### config.mk
export PLATFORM = sky130hd
export DESIGN_NAME = uart_rx_vote_sampler
export DESIGN_NICKNAME = d
export VERILOG_FILES = /design/src/rtl/uart_rx_vote_sampler.sv
export SDC_FILE = /design/constraint.sdc
export NUM_CORES = 1
export LEC_CHECK = 0
export CORE_MARGIN = 2
export CORE_UTILIZATION = 40
export DETAILED_ROUTE_END_ITERATION = 10
export GPL_TIMING_DRIVEN = 0
export PLACE_DENSITY_LB_ADDON = 0.05
export SYNTH_ARGS = -nofsm -noshare
export SYNTH_HDL_FRONTEND = slang
export SYNTH_SLANG_ARGS = --single-unit
### constraint.sdc
create_clock -name CLK -period 4.75 [get_ports CLK]
set_input_delay 0.95 -clock CLK [delete_from_list [all_inputs] [get_ports CLK]]
set_output_delay 0.95 -clock CLK [all_outputs]
set_load 0.05 [all_outputs]
### src/rtl/uart_rx_vote_sampler.sv
// UART RX oversampling majority voter: captures NSAMP samples centred on each bit period
// and emits the voted bit with a one-cycle valid strobe, a noise flag and a config-error flag.
module uart_rx_vote_sampler #(
    parameter int PRESCALE_W = 6,
    parameter int NSAMP      = 3
) (
    input  logic                  CLK,
    input  logic                  RST,
    input  logic [PRESCALE_W-1:0] Prescale,
    input  logic                  dat_samp_en,
    input  logic [PRESCALE_W-1:0] edge_cnt,
    input  logic                  RX_IN,
    output logic                  sampled_bit,
    output logic                  sample_valid,
    output logic                  noise_err,
    output logic                  cfg_err
);

    localparam int H  = (NSAMP - 1) / 2;
    localparam int AW = PRESCALE_W + 4;
    localparam int CW = $clog2(NSAMP + 1);

    logic [PRESCALE_W-1:0] mid;
    logic [NSAMP-1:0]      samp, mask, hit, cap, samp_nx, mask_nx;
    logic [CW-1:0]         ones, ones_nx;
    logic                  cfg_bad, vote;

    always_comb begin
        mid     = Prescale >> 1;
        cfg_bad = AW'(mid) < AW'(H + 1);
        // edge_cnt == M-H+k rearranged as edge_cnt+H == M+k so nothing wraps when M < H
        for (int unsigned k = 0; k < NSAMP; k++) begin
            hit[k] = (AW'(edge_cnt) + AW'(H)) == (AW'(mid) + AW'(k));
        end
        cap = '0;
        if (dat_samp_en && !cfg_err && edge_cnt != '0) begin
            cap = hit & ~mask;
        end
        samp_nx = (samp & ~cap) | (cap & {NSAMP{RX_IN}});
        mask_nx = mask | cap;
        ones_nx = ones + CW'(RX_IN && (|cap));
        vote    = cap[NSAMP-1] && (&mask_nx);
    end

    always_ff @(posedge CLK or negedge RST) begin
        if (!RST) begin
            samp         <= '0;
            mask         <= '0;
            ones         <= '0;
            sampled_bit  <= 1'b0;
            sample_valid <= 1'b0;
            noise_err    <= 1'b0;
            cfg_err      <= 1'b0;
        end else begin
            cfg_err      <= cfg_bad;
            sample_valid <= 1'b0;
            if (!dat_samp_en || edge_cnt == '0) begin
                samp <= '0;
                mask <= '0;
                ones <= '0;
            end else begin
                samp <= samp_nx;
                mask <= mask_nx;
                ones <= ones_nx;
                if (vote) begin
                    sample_valid <= 1'b1;
                    sampled_bit  <= ones_nx > CW'(H);
                    noise_err    <= (samp_nx != '0) && (samp_nx != '1);
                end
            end
        end
    end

endmodule
Word level (Yosys, flattened, before mapping)
Cells that the tools add are included.
{ "word_totals": {"inputBits": 16, "wordCells": 45, "ff_bits": 12} }
{ "classes": {"reduce_logical": 14, "n_eq_ne": 4, "addsub": 4, "n_mux": 6, "n_lt_le_gt_ge": 2, "n_bitwise": 8} }
{ "ops": {"columns": ["op", "count"], "rows": [
  ["equality test 10 x 5 -> 1 bit", 1],
  ["equality test 10 x 6 -> 1 bit", 1],
  ["AND 3 bit", 3],
  ["two-way mux 3 bit", 3],
  ["adder 6 x 1 -> 7 bit, second input constant", 1],
  ["equality test 7 x 6 -> 1 bit", 1],
  ["adder 5 x 1 -> 6 bit, second input constant", 1],
  ["adder 5 x 2 -> 6 bit, second input constant", 1],
  ["zero test 6 bit", 1],
  ["inverter 3 bit", 2],
  ["bitwise OR 3 bit", 2],
  ["nonzero test 6 bit", 1],
  ["logical AND 1 bit", 5],
  ["less-than comparator 5 x 2 -> 1 bit, second input constant", 1],
  ["inequality test 3 bit, second input constant", 1],
  ["AND reduction 3 bit", 1],
  ["nonzero test 3 bit", 1],
  ["OR reduction 3 bit", 1],
  ["adder 2 x 1 -> 2 bit", 1],
  ["greater-than comparator 2 x 1 -> 1 bit, second input constant", 1],
  ["zero test 1 bit", 2],
  ["two-way mux 1 bit", 2],
  ["two-way mux 2 bit", 1],
  ["AND reduction 2 bit", 1],
  ["other kinds (2)", 2]
]} }

Logic depth before layout (Yosys ltp)
{ "depth": {"ltp_word": 9, "mapped_depth": 10, "ltp_nobuf": 10} }

Worst setup path after synthesis
Ideal clock, no wire load.
{ "synth_path": {"path_kind": "in2reg", "startpoint": "in Prescale[3]", "endpoint": "reg noise_err", "n_path_buf": 1, "required_time_ns": 4.630, "slack_ns": 1.704, "stages": 9, "arrival_time_ns": 2.926, "setup_time_ns": 0.120, "cell_sequence": "buf_2 inv_1 ha_1 xnor2_1 or3_4 a2111oi_4 mux2i_1 or3_1 a31o_1"} }
{ "synth_between": {"elab_chain_len": 9, "elab_cells_between_ends": 18, "classes_between": "2 x add/sub; 4 x eq/ne; 1 x mux; 6 x bitwise; 5 x reduce/logical"} }
{ "synth_lines": {"columns": ["element", "line", "rtl"], "rows": [
  ["start, declared", "9", "input logic [PRESCALE_W-1:0] Prescale,"],
  ["adder 5 x 1 -> 6 bit or adder 5 x 2 -> 6 bit (tied branches)", "33", "hit[k] = (AW'(edge_cnt) + AW'(H)) == (AW'(mid) + AW'(k));"],
  ["equality test 10 x 6 -> 1 bit or equality test 7 x 6 -> 1 bit (tied branches)", "33", null],
  ["AND 3 bit (*)", "37", "cap = hit & ~mask;"],
  ["two-way mux 3 bit (*)", "36", "if (dat_samp_en && !cfg_err && edge_cnt != '0) begin"],
  ["inverter 3 bit", "39", "samp_nx = (samp & ~cap) | (cap & {NSAMP{RX_IN}});"],
  ["AND 3 bit", "39", null],
  ["bitwise OR 3 bit", "39", null],
  ["inequality test 3 bit or nonzero test 3 bit (tied branches)", "68", "noise_err <= (samp_nx != '0) && (samp_nx != '1);"],
  ["logical AND 1 bit", "68", null],
  ["end signal, assigned", "68", null],
  ["end, declared", "15", "output logic noise_err,"]
]} }
Every way passes the cells marked *; elsewhere a longest branch is shown, timed or not.
A chain may end at the register's enable or synchronous reset.

Final worst setup path
{ "layout_path": {"startpoint": "in edge_cnt[0]", "endpoint": "reg sampled_bit"} }
{ "layout_between": {"elab_chain_len": 8, "elab_cells_between_ends": 19, "classes_between": "2 x add/sub; 1 x order compare; 3 x eq/ne; 1 x mux; 3 x bitwise; 9 x reduce/logical"} }
{ "layout_lines": {"columns": ["element", "line", "rtl"], "rows": [
  ["start, declared", "11", "input logic [PRESCALE_W-1:0] edge_cnt,"],
  ["adder 6 x 1 -> 7 bit", "33", null],
  ["equality test 10 x 5 -> 1 bit, or another cell as far along", "33", null],
  ["AND 3 bit", "37", null],
  ["two-way mux 3 bit", "36", null],
  ["OR reduction 3 bit or bitwise OR 3 bit (tied branches)", "41, 40", null],
  ["logical AND 1 bit or AND reduction 3 bit (tied branches)", "41, 42", null],
  ["adder 2 x 1 -> 2 bit or logical AND 1 bit (tied branches)", "41, 42", null],
  ["greater-than comparator 2 x 1 -> 1 bit or AND reduction 2 bit (tied branches)", null, null],
  ["end signal, assigned", "67", "sampled_bit <= ones_nx > CW'(H);"],
  ["end, declared", "13", "output logic sampled_bit,"]
]} }
Several ways; a longest one is shown, not always the timed one.

==> results.sh <==
export IMPL_grt_pass1_wl_mm=3.58
export IMPL_grt_pass1_vias=768
export IMPL_syn_area_um2=1040
export IMPL_drive_above_1_share_pct=12.7
export IMPL_slew_headroom_pct=65.2
export IMPL_nets=150
export IMPL_cellLeakagePower_nw=0.505
export IMPL_core_area_um2=2450
export IMPL_final_area_um2=1260
export IMPL_cts_buffers_inserted=3
export IMPL_setup_viol=0
export IMPL_die_x_um=54.9
export IMPL_grt_setup_unrepaired="false"
export IMPL_dr_pass1_iters=4
export IMPL_ioPinCount=20
export IMPL_die_h_um=54.9
export IMPL_synth_ff_latch_count=12
export IMPL_p_sw_mw=0.0735
export IMPL_final_min_clock_period_ns=3.73
export IMPL_synth_most_common_cell="dfrtp_1"
export IMPL_fin_ws_ns=1.02
export IMPL_post_cts_setup_buffers=0
export IMPL_routedWlPerCell_um=13.7
export IMPL_crit_type="in -> reg"
export IMPL_gp_congestion=0.806
export IMPL_synth_edf_count=0
export IMPL_cts_root_buffer="clkbuf_4"
export IMPL_synth_fp_nets=129
export IMPL_syn_area_per_cell_um2=9.68
export IMPL_power_frac_seq_pct=43.0
export IMPL_synthFlopType="dfrtp_1"
export IMPL_dpl_hpwl_mm=1.76
export IMPL_tns_ns=0
export IMPL_worst_skew_pair_late_latency_ns=0.27
export IMPL_cts_repair_resized=0
export IMPL_row_count=18
export IMPL_portBuffers=16
export IMPL_ys_top_cells_by_count="dfrtp_1, nor2_1, xnor2_1"
export IMPL_avgViaCountPerCell=5.47
export IMPL_clk_pin_slew_ns=0.07
export IMPL_hp_class="reg -> reg"
export IMPL_final_period_utilization_pct=78.5
export IMPL_p_sw_share_pct=30.6
export IMPL_drv_slew=0
export IMPL_route_detailed_drc=0
export IMPL_synthDistinctLibCells=38
export IMPL_htree_levels=1
export IMPL_yosys_area_top_type="dfrtp_1"
export IMPL_ys_async_sr_fraction_pct=100
export IMPL_grt_max_degree=13
export IMPL_antenna_found_initial=0
export IMPL_power_density_nw_per_um2=192
export IMPL_holdWs_ns=0.519
export IMPL_cts_tree="built"
export IMPL_synth_area_leaders="dfrtp_1, ha_1, xnor2_1, a2111oi_4, xor2_1"
export IMPL_syn_inst=107
export IMPL_cts_sinks=12
export IMPL_finClkSkew_ns=0.00363
export IMPL_synth_seq_area_share_pct=29.0
export IMPL_vias=853
export IMPL_outcome="finished, final reports clean"
export IMPL_p_int_mw=0.167
export IMPL_combPwrFrac_pct=31.8
export IMPL_grt_use_total_pct=17.0
export IMPL_area_delta_synth_final_pct=21.3
export IMPL_place_area_um2=1230
export IMPL_grt_ovfl_total=0
export IMPL_drt_initial_drc_count=13
export IMPL_hp_start="mask[2]"
export IMPL_rr_startpoint="cfg_err"
export IMPL_start_util_pct=42.2
export IMPL_cts_buffer_depth=2
export IMPL_worstSetupStartpoint="edge_cnt[0]"
export IMPL_route_final_wire_length_mm=2.14
export IMPL_cts_hold_buffers=0
export IMPL_start_kind="input port"
export IMPL_p_clk_share_pct=25.1
export IMPL_yosysTopAreaCellShare_pct=29.0
export IMPL_detail_route_antenna_nets=0
export IMPL_ir_worst_vdd_mv=0.158
export IMPL_hold_viol_final=0
export IMPL_tightest_slew_ns=0.520
export IMPL_drv_cap=0
export IMPL_fmax_ghz=0.268
export IMPL_critPathCaptureType="flip-flop"
export IMPL_critPathRequiredTime_ns=4.94
export IMPL_worstPathArrival_ns=3.91
export IMPL_pre_cts_ws_ns=0.715
export IMPL_die_area_um2=3010
export IMPL_ys_warn_count=0
export IMPL_diodes=0
export IMPL_critical_path_max_fanout=5
worst max-delay path: stages:
cell and delay (ns):
clkdlybuf4s50_1 0.50, ha_1 0.32, and3_1 0.17, a31oi_1 0.27, nand3_1 0.22, a2111oi_2 0.55
o21ai_0 0.26, nor3b_1 0.44, mux2i_1 0.25
state kept, by name, summed over array words and instances, names as in the netlist:
name	flops
mask	3
noise_err	1
samp	3
cfg_err	1
sample_valid	1
ones	2
sampled_bit	1
cell type report:
type | count | area [um^2]
fill | 234 | 1200
tap | 30 | 37.5
multi-input combinational | 86 | 692
inverter | 6 | 22.5
clock buffer | 3 | 22.5
timing repair buffer | 16 | 160
buffer | 3 | 21.3
sequential | 12 | 300
layout by cell type (no fill, tap or decap), types with 2 or more instances in the layout:
cell type         n
clkdlybuf4s50_1  16
dfrtp_1          12
nor2_1           11
xnor2_1           8
inv_1             6
xor2_1            6
nand3_1           6
ha_1              6
nand2_1           5
o21ai_0           5
mux2i_1           4
xnor2_2           3
nand4_1           3
nor3b_1           3
or3_1             3
clkbuf_4          3
buf_2             2
a2111oi_4         2
cell families (layout without fill, tap and decap cells):
| logic type | count (synthesis) | in the layout | synth area share [%] |
|---|---|---|---|
| XOR/XNOR | 17 | 17 | 16.5 |
| flip-flops | 12 | 12 | 29.0 |
| multiplexers | 4 | 4 | 3.86 |
| AO/OA/AOI/OAI | 17 | 17 | 16.7 |
| AND/OR/NAND/NOR | 42 | 42 | 22.5 |
| adder cells (fa/ha/maj) | 6 | 6 | 7.25 |
| buffers and inverters | 9 | 28 | 4.23 |
per-layer routing:
layer | track usage (%) | wire length (um)
met1 | 25.5 | 1050
met3 | 4.84 | 84
met5 | 0 | 0
met4 | 2.03 | 0
met2 | 24.8 | 997
power groups by stage:
stage / clock network, mW / logic [mW] / registers [mW]
after floorplan: 0 / 0.0508 / 0.106
after global placement: 0 / 0.0762 / 0.105
after detailed placement: 0 / 0.0770 / 0.106
after CTS: 0.0617 / 0.0772 / 0.104
after global routing: 0.0667 / 0.0842 / 0.104
final: 0.0604 / 0.0766 / 0.104
final timing paths:
check | endpoint | slack [ns] | depth (start not counted)
setup / recovery | sampled_bit | 1.02 | 9
hold / removal | mask[2] | 0.52 | 2
setup reg to reg | sampled_bit | 2.30 | 6
hold reg to reg | mask[2] | 0.52 | 2
max in group asynchronous | ones[1] | 3.38 | 1
min in group asynchronous | sample_valid | 1.02 | 1
stage by stage:
stage	power [mW]	utilization [%]	instances
3_3_place_gp	0.182	50.3	153
6_report	0.241	51.2	156
2_1_floorplan	0.157	-	107
3_5_place_dp	0.183	50.3	153
4_1_cts	0.242	51.2	156
5_1_grt	0.255	51.2	156
Note: power is estimated with default switching activity, not from simulation.
